**src/rtl/task_mgr_pkg.sv**
```systemverilog
// rtl/task_mgr_pkg.sv - shared types and constants for the task-manager master
//
// Purpose: FSM state enum, status bit positions, data widths and the
//          answer-size helper used by task_manager_master.
// Ports:   none (package)
package task_mgr_pkg;

   localparam int BYTE_W = 8;    // width of a byte sent to the task
   localparam int WORD_W = 32;   // width of an answer word
   localparam int SIZE_W = 12;   // width of the reported answer size

   // Bit positions inside the sticky status vector.
   localparam int ERR_TIMEOUT  = 0;
   localparam int ERR_OVERFLOW = 1;
   localparam int ERR_SIZE     = 2;

   typedef enum logic [2:0] {
      ST_IDLE     = 3'd0,
      ST_SEND     = 3'd1,
      ST_WAIT_ANS = 3'd2,
      ST_RECV     = 3'd3,
      ST_DONE     = 3'd4,
      ST_ERROR    = 3'd5
   } state_t;

   // Bytes covered by a number of 32-bit words, wrapped to SIZE_W bits.
   function automatic logic [SIZE_W-1:0] words_to_bytes(input logic [SIZE_W-1:0] words);
      return words << 2;
   endfunction

endpackage

```
**src/rtl/task_mgr_buf.sv**
```systemverilog
// rtl/task_mgr_buf.sv - simple dual-port RAM with registered read
//
// Purpose: one write port and one read port; read data appears one cycle
//          after the address is presented. Contents are never cleared; only
//          the read register is reset.
// Ports:   i_clk, i_rst      clock, synchronous active-high reset (read reg)
//          i_we, i_waddr,    write enable / address / data
//          i_wdata
//          i_raddr, o_rdata  read address / registered read data
module task_mgr_buf #(
   parameter  int WIDTH = 8,
   parameter  int DEPTH = 16,
   localparam int AW    = (DEPTH > 1) ? $clog2(DEPTH) : 1
) (
   input  logic             i_clk,
   input  logic             i_rst,
   input  logic             i_we,
   input  logic [AW-1:0]    i_waddr,
   input  logic [WIDTH-1:0] i_wdata,
   input  logic [AW-1:0]    i_raddr,
   output logic [WIDTH-1:0] o_rdata
);

   logic [WIDTH-1:0] mem [DEPTH];

   // Addresses beyond DEPTH exist when DEPTH is not a power of two; they are
   // ignored on write and read back as zero.
   always_ff @(posedge i_clk) begin
      if (i_we && (int'(i_waddr) < DEPTH)) begin
         mem[i_waddr] <= i_wdata;
      end
   end

   always_ff @(posedge i_clk) begin
      if (i_rst) begin
         o_rdata <= '0;
      end else if (int'(i_raddr) < DEPTH) begin
         o_rdata <= mem[i_raddr];
      end else begin
         o_rdata <= '0;
      end
   end

endmodule

```
**src/rtl/task_manager_master.sv**
```systemverilog
// rtl/task_manager_master.sv - master end of the task byte-in / word-out handshake
//
// Purpose: streams a locally loaded byte packet to a task block, collects
//          its 32-bit answer words into a readable buffer and reports
//          timeout / overflow / size-mismatch status.
// Ports:   i_clk, i_rst                      clock, synchronous active-high reset
//          i_load_we/addr/data               input byte buffer loader
//          i_len, i_start                    packet length, start pulse
//          o_task_data/_valid/_last,         byte stream to the task
//          i_task_data_request
//          o_task_manager_ready,             answer word stream from the task
//          i_task_answer_ready/_data/_last,
//          i_task_answer_packet_size_in_bytes
//          i_rd_addr, o_rd_data              answer buffer read (1-cycle latency)
//          o_busy, o_done, o_error,          transaction status
//          o_answer_words
module task_manager_master
   import task_mgr_pkg::*;
#(
   parameter int NUM_BYTES_MAX    = 100,
   parameter int NUM_ANSWER_WORDS = 32,
   parameter int TIMEOUT_CYCLES   = 4096
) (
   input  logic                                  i_clk,
   input  logic                                  i_rst,
   input  logic                                  i_load_we,
   input  logic [$clog2(NUM_BYTES_MAX)-1:0]      i_load_addr,
   input  logic [BYTE_W-1:0]                     i_load_data,
   input  logic [$clog2(NUM_BYTES_MAX+1)-1:0]    i_len,
   input  logic                                  i_start,
   output logic [BYTE_W-1:0]                     o_task_data,
   output logic                                  o_task_data_valid,
   output logic                                  o_task_data_last,
   input  logic                                  i_task_data_request,
   output logic                                  o_task_manager_ready,
   input  logic                                  i_task_answer_ready,
   input  logic [WORD_W-1:0]                     i_task_answer_data,
   input  logic                                  i_task_answer_data_last,
   input  logic [SIZE_W-1:0]                     i_task_answer_packet_size_in_bytes,
   input  logic [$clog2(NUM_ANSWER_WORDS)-1:0]   i_rd_addr,
   output logic [WORD_W-1:0]                     o_rd_data,
   output logic                                  o_busy,
   output logic                                  o_done,
   output logic [2:0]                            o_error,
   output logic [$clog2(NUM_ANSWER_WORDS+1)-1:0] o_answer_words
);

   localparam int LA    = $clog2(NUM_BYTES_MAX);
   localparam int LEN_W = $clog2(NUM_BYTES_MAX + 1);
   localparam int RA    = $clog2(NUM_ANSWER_WORDS);
   localparam int CW    = $clog2(NUM_ANSWER_WORDS + 1);
   localparam int TW    = $clog2(TIMEOUT_CYCLES + 1);

   localparam logic [LEN_W-1:0] LEN_MAX   = LEN_W'(NUM_BYTES_MAX);
   localparam logic [CW-1:0]    WORDS_MAX = CW'(NUM_ANSWER_WORDS);
   localparam logic [TW-1:0]    IDLE_LAST = TW'(TIMEOUT_CYCLES - 1);

   state_t            state, state_next;
   logic [LEN_W-1:0]  len_q;
   logic [LEN_W-1:0]  idx_q;
   logic              last_q;
   logic [CW-1:0]     count_q;
   logic [SIZE_W-1:0] size_q;
   logic [2:0]        err_q;
   logic [TW-1:0]     idle_q;

   logic              busy;
   logic              xfer;
   logic              accept;
   logic              start_ok;
   logic              timeout_hit;
   logic              room;
   logic [CW-1:0]     count_inc;
   logic [SIZE_W-1:0] size_ref;
   logic              size_bad;
   logic [LEN_W-1:0]  in_raddr_full;
   logic [LA-1:0]     in_raddr;
   logic              in_we;
   logic              ans_we;

   // ------------------------------------------------------------------
   // Handshake qualifiers
   // ------------------------------------------------------------------
   assign busy     = (state == ST_SEND) || (state == ST_WAIT_ANS) || (state == ST_RECV);
   assign xfer     = (state == ST_SEND) && i_task_data_request;
   assign accept   = ((state == ST_WAIT_ANS) || (state == ST_RECV)) && i_task_answer_ready;
   assign start_ok = (i_len != '0) && (i_len <= LEN_MAX);

   // A wait state times out on the cycle that would be the TIMEOUT_CYCLES-th
   // consecutive cycle without a transfer or accept.
   assign timeout_hit = busy && !xfer && !accept && (idle_q == IDLE_LAST);

   // Once the answer buffer is full further words are dropped and the count
   // saturates, so the size check compares against what was actually stored.
   assign room      = (count_q < WORDS_MAX);
   assign count_inc = room ? count_q + CW'(1) : count_q;
   // The size is latched on the first word, so that word compares against
   // the live input rather than the not-yet-updated register.
   assign size_ref  = (state == ST_WAIT_ANS) ? i_task_answer_packet_size_in_bytes : size_q;
   assign size_bad  = (words_to_bytes(SIZE_W'(count_inc)) != size_ref);

   // ------------------------------------------------------------------
   // Input byte buffer. Its registered read output is the byte on the bus:
   // on a transfer the next index is fetched so a new byte is presented on
   // the following cycle; otherwise the current index is re-read, holding
   // the byte. Outside SEND index 0 is pre-read so SEND starts with buf[0].
   // ------------------------------------------------------------------
   always_comb begin
      in_raddr_full = '0;
      if (state == ST_SEND) begin
         in_raddr_full = (xfer && !last_q) ? idx_q + LEN_W'(1) : idx_q;
      end
   end

   assign in_raddr = in_raddr_full[LA-1:0];
   assign in_we    = i_load_we && !busy;

   task_mgr_buf #(
      .WIDTH (BYTE_W),
      .DEPTH (NUM_BYTES_MAX)
   ) u_in_buf (
      .i_clk   (i_clk),
      .i_rst   (i_rst),
      .i_we    (in_we),
      .i_waddr (i_load_addr),
      .i_wdata (i_load_data),
      .i_raddr (in_raddr),
      .o_rdata (o_task_data)
   );

   // ------------------------------------------------------------------
   // Answer word buffer
   // ------------------------------------------------------------------
   assign ans_we = accept && room;

   task_mgr_buf #(
      .WIDTH (WORD_W),
      .DEPTH (NUM_ANSWER_WORDS)
   ) u_ans_buf (
      .i_clk   (i_clk),
      .i_rst   (i_rst),
      .i_we    (ans_we),
      .i_waddr (count_q[RA-1:0]),
      .i_wdata (i_task_answer_data),
      .i_raddr (i_rd_addr),
      .o_rdata (o_rd_data)
   );

   // ------------------------------------------------------------------
   // FSM
   // ------------------------------------------------------------------
   always_ff @(posedge i_clk) begin
      if (i_rst) begin
         state <= ST_IDLE;
      end else begin
         state <= state_next;
      end
   end

   always_comb begin
      state_next = state;
      case (state)
         ST_IDLE: begin
            if (i_start) begin
               state_next = start_ok ? ST_SEND : ST_DONE;
            end
         end
         ST_SEND: begin
            if (timeout_hit) begin
               state_next = ST_ERROR;
            end else if (xfer && last_q) begin
               state_next = ST_WAIT_ANS;
            end
         end
         ST_WAIT_ANS: begin
            if (timeout_hit) begin
               state_next = ST_ERROR;
            end else if (accept) begin
               state_next = i_task_answer_data_last ? ST_DONE : ST_RECV;
            end
         end
         ST_RECV: begin
            if (timeout_hit) begin
               state_next = ST_ERROR;
            end else if (accept && i_task_answer_data_last) begin
               state_next = ST_DONE;
            end
         end
         ST_DONE:  state_next = ST_IDLE;
         ST_ERROR: state_next = ST_IDLE;
         default:  state_next = ST_IDLE;
      endcase
   end

   // ------------------------------------------------------------------
   // Datapath registers
   // ------------------------------------------------------------------
   always_ff @(posedge i_clk) begin
      if (i_rst) begin
         len_q   <= '0;
         idx_q   <= '0;
         last_q  <= 1'b0;
         count_q <= '0;
         size_q  <= '0;
         err_q   <= '0;
         idle_q  <= '0;
      end else begin
         case (state)
            ST_IDLE: begin
               if (i_start && start_ok) begin
                  err_q   <= '0;
                  count_q <= '0;
                  len_q   <= i_len;
                  idx_q   <= '0;
                  last_q  <= (i_len == LEN_W'(1));
                  idle_q  <= '0;
               end
            end
            ST_SEND: begin
               if (xfer) begin
                  idle_q <= '0;
                  if (last_q) begin
                     last_q <= 1'b0;
                  end else begin
                     idx_q  <= idx_q + LEN_W'(1);
                     last_q <= (idx_q + LEN_W'(2) == len_q);
                  end
               end else if (timeout_hit) begin
                  err_q[ERR_TIMEOUT] <= 1'b1;
                  last_q             <= 1'b0;
               end else begin
                  idle_q <= idle_q + TW'(1);
               end
            end
            ST_WAIT_ANS, ST_RECV: begin
               if (accept) begin
                  idle_q  <= '0;
                  count_q <= count_inc;
                  if (!room) begin
                     err_q[ERR_OVERFLOW] <= 1'b1;
                  end
                  if (state == ST_WAIT_ANS) begin
                     size_q <= i_task_answer_packet_size_in_bytes;
                  end
                  if (i_task_answer_data_last && size_bad) begin
                     err_q[ERR_SIZE] <= 1'b1;
                  end
               end else if (timeout_hit) begin
                  err_q[ERR_TIMEOUT] <= 1'b1;
               end else begin
                  idle_q <= idle_q + TW'(1);
               end
            end
            default: ;
         endcase
      end
   end

   // ------------------------------------------------------------------
   // Outputs (all decoded from registers)
   // ------------------------------------------------------------------
   assign o_task_data_valid    = (state == ST_SEND);
   assign o_task_data_last     = last_q;
   assign o_task_manager_ready = (state == ST_WAIT_ANS) || (state == ST_RECV);
   assign o_busy               = busy;
   assign o_done               = (state == ST_DONE) || (state == ST_ERROR);
   assign o_error              = err_q;
   assign o_answer_words       = count_q;

endmodule

```
**config.mk**
```make
export PLATFORM = sky130hd
export DESIGN_NAME = task_manager_master
export DESIGN_NICKNAME = d
export VERILOG_FILES = /design/src/rtl/task_mgr_pkg.sv /design/src/rtl/task_mgr_buf.sv /design/src/rtl/task_manager_master.sv
export SDC_FILE = /design/constraint.sdc
export NUM_CORES = 2
export LEC_CHECK = 0
export ABC_CLOCK_PERIOD_IN_PS = 3370
export BUFFER_PORTS_ARGS = -buffer_cell sky130_fd_sc_hd__buf_4
export CAP_MARGIN = 5
export CORE_MARGIN = 1
export CORE_UTILIZATION = 45
export CTS_CLUSTER_DIAMETER = 50
export DETAILED_ROUTE_END_ITERATION = 10
export SLEW_MARGIN = 20
export SYNTH_ARGS = -nofsm -noshare
export SYNTH_HDL_FRONTEND = slang
export SYNTH_SLANG_ARGS = --single-unit
```
**constraint.sdc**
```tcl
create_clock -name i_clk -period 3.37 [get_ports i_clk]
set_input_delay 0.674 -clock i_clk [delete_from_list [all_inputs] [get_ports i_clk]]
set_output_delay 0.674 -clock i_clk [all_outputs]
set_load 0.02 [all_outputs]
```
==> results.cfg <==
[outcome]
status = complete, no violations

[cts]
cts_setup_buffers = 0
clk_pin_slew_worst_paths_ns = 0.06
root_buffer = clkbuf_16
cts_hold_buf = 0
htree_num_levels = 4
clock_latency_ns = 0.83
tritoncts = built
numCtsBuffers = 203
cts_buffer_depth = 3
post_cts_resized = 0
cts_sinks = 1916

[synth]
ys_dominant_reg_cell = edfxtp_1
synthCells = 3787
yosysWarnings = 0
ys_seq_area_share_pct = 76.3
synth.distinct_cells = 79
synth_area_per_cell_sq_um = 19.6
synth-seq-cells = 1916
syn-num-nets = 3872
async_flop_share_pct = 0
synth-edff-count = 1824
netlist_area_sq_um = 74200

[floorplanning]
num_rows = 148
dieArea_sq_um = 167000
core_sq_um = 163000
die_w_microns = 408
start_util_pct = 45.5
die_h_microns = 408
io_pins = 132

[drt]
drtPass1Iterations = 8
via_count = 39553
ant_nets = 0
totalWireLength_microns = 196000
wl_per_cell_microns = 29.7
drtIter0Drc = 4568
drc_errors = 0
via_per_inst = 5.98

[place]
dp_hpwl_microns = 116000
place.gp.congestion = 0.902
dp_slack_ns = 0.00116
numPortBuffers = 131

[setup_path]
end_kind = flop
slowest_delay_ns = 0.53
crit_chain = ha_1 > or3b_2 > o22a_1 > o221ai_2 > buf_4 > a221o_1 > o211ai_1 > a21oi_1 > nor4_1
worstPathArrival_ns = 3.89
cp-start-kind = flop
crit_path_max_fanout = 12
worstSetupPathType = reg2reg
worst_path_max_delay_cell = or3b_2
worstPathRequired_ns = 4.07

[power]
total_power_mw = 53.8
ir_worst_vdd_mv = 0.566
powerDensity_nw_per_um2 = 613
leakagePower_nw = 28.7

[timing]
hold_viol_final = 0
skew_ns = 0.0393
rsz0062_at_grt = false
setup_tns_ns = 0
slew_headroom_pct = 25.3
fin_crit_ns = 3.19
holdWs_ns = 0.103
setup_viol = 0
fin_crit_sh_pct = 94.7
slew_viol_final = 0
fmax_ghz = 0.313
worstMarginPinSlew_ns = 1.12
setup_ws_ns = 0.179

[cells_and_area]
diodes = 0
drive_gt1_share_pct = 28.9
area_delta_synth_final_pct = 18.3
utilization_pct = 53.8
nets = 4350

[global_route]
grt_max_degree = 101
groute.usage.overall_pct = 23.6
antenna_found_initial = 5
grt-ovfl-total = 0
grt_pass1_wl_microns = 283000
first_global_vias = 39653

[worst_hold_path]
hp-class = in2reg

[job]
max_cap_violations = 0
## critical path, delay by kind of cell, from the launching register on
kind | cells | cell delay (ns)
flops | 1 | 0.42
buf+inv | 1 | 0.35
compound gates | 5 | 1.35
simple gates | 2 | 0.61
fa+ha+maj | 1 | 0.31
## kinds of logic (layout without fill, tap and decap cells)
| family | count (synthesis) | after routing | synth area share, % |
|---|---|---|---|
| fa+ha+maj | 7 | 7 | 0.118 |
| mux | 510 | 510 | 14.0 |
| buf+inv | 226 | 883 | 1.39 |
| flops | 1916 | 1916 | 76.3 |
| xor+xnor | 34 | 34 | 0.411 |
| simple gates | 741 | 741 | 4.45 |
| compound gates | 353 | 353 | 3.33 |
## power by group
part	leakage [nW]	switching, mW	internal, mW
sequential	17.1	0.0963	26.2
clock	3.36	9.37	13.2
combinational	8.15	2.97	1.99
total	28.7	12.4	41.4
## routing by layer
layer / GRT usage, % / vias to the layer above / wire length [microns]
li1: - / 16489 / -
met1: 32.0 / 20992 / 79100
met2: 38.9 / 1719 / 97100
met3: 4.11 / 347 / 14300
met4: 7.47 / 6 / 5910
met5: 0 / - / 43
## layout by cell type (no fill, tap or decap), drive strengths merged, types with 8 or more instances in the layout
| master | netlist | final |
|---|---|---|
| nand3 | 99 | 99 |
| nor3 | 14 | 14 |
| buf | 94 | 490 |
| nor2b | 9 | 9 |
| dfxtp | 92 | 92 |
| a211oi | 48 | 48 |
| a221o | 8 | 8 |
| nand2 | 272 | 272 |
| nor4 | 10 | 10 |
| clkbuf | 123 | 269 |
| edfxtp | 1824 | 1824 |
| o2111ai | 9 | 9 |
| o21ai | 48 | 48 |
| mux4 | 422 | 422 |
| xor2 | 18 | 18 |
| and3 | 47 | 47 |
| nand3b | 12 | 12 |
| bufinv | 0 | 18 |
| a221oi | 13 | 13 |
| inv | 8 | 16 |
| a21oi | 74 | 74 |
| nand4 | 17 | 17 |
| mux2i | 84 | 84 |
| a22oi | 40 | 40 |
| a32o | 9 | 9 |
| nor2 | 229 | 229 |
| or3 | 11 | 11 |
| xnor2 | 16 | 16 |
| a32oi | 8 | 8 |
| a31oi | 29 | 29 |
| clkinv | 1 | 87 |
## cell usage after synthesis, types with 9 or more instances
library cell | instances | area (sq um)
edfxtp_1 | 1824 | 54800
mux4_2 | 422 | 9500
nand2_1 | 271 | 1020
nor2_1 | 227 | 852
clkbuf_1 | 123 | 462
nand3_1 | 99 | 495
dfxtp_1 | 92 | 1840
mux2i_1 | 84 | 841
a21oi_1 | 74 | 370
a211oi_1 | 47 | 353
and3_1 | 47 | 294
o21ai_0 | 44 | 220
buf_2 | 43 | 215
a22oi_1 | 40 | 300
a31oi_1 | 29 | 181
buf_1 | 29 | 109
xor2_1 | 18 | 158
nand4_1 | 17 | 106
xnor2_1 | 15 | 131
nor3_1 | 14 | 70.1
a221oi_1 | 13 | 114
buf_4 | 12 | 90.1
nand3b_1 | 12 | 90.1
or3_1 | 11 | 68.8
a32o_1 | 9 | 90.1
buf_6 | 9 | 101
nor2b_1 | 9 | 56.3
nor4_1 | 9 | 56.3
o2111ai_1 | 9 | 78.8
## cell type report
type                    instances  area (sq um)
repair buffers                490          4660
clock buffers                 269          5620
inverters                       9          38.8
multi-input cells            1645         16900
fillers                     12558         75300
clock inverters               115          1260
flip-flops and latches       1916         56600
well taps                    2175          2720
## registers in the layout, indices dropped and copies added (netlist names)
register,cells
state,3
o_task_data_last,1
size_q,12
u_in_buf.o_rdata,8
u_ans_buf.o_rdata,32
u_in_buf.mem,800
o_answer_words,6
idx_q,7
u_ans_buf.mem,1024
len_q,7
o_error,3
idle_q,13
## through the flow
step | area, sq um | std cells
2_1_floorplan | 74200 | 3787
3_3_place_gp | 80900 | 6235
3_5_place_dp | 80900 | 6235
4_1_cts | 87800 | 6619
5_1_grt | 87800 | 6619
6_report | 87800 | 6619
## path summary, 6_finish.rpt
path | from | endpoint | slack, ns | depth (start not counted)
max | idx_q[1] | u_in_buf.o_rdata[2] | 0.18 | 9
min reg2reg | size_q[10] | size_q[10] | 0.45 | 2
min | i_task_answer_packet_size_in_bytes[0] | size_q[0] | 0.10 | 3
max reg2reg | idx_q[1] | u_in_buf.o_rdata[2] | 0.18 | 9
Note: power is estimated with default switching activity, not from simulation.
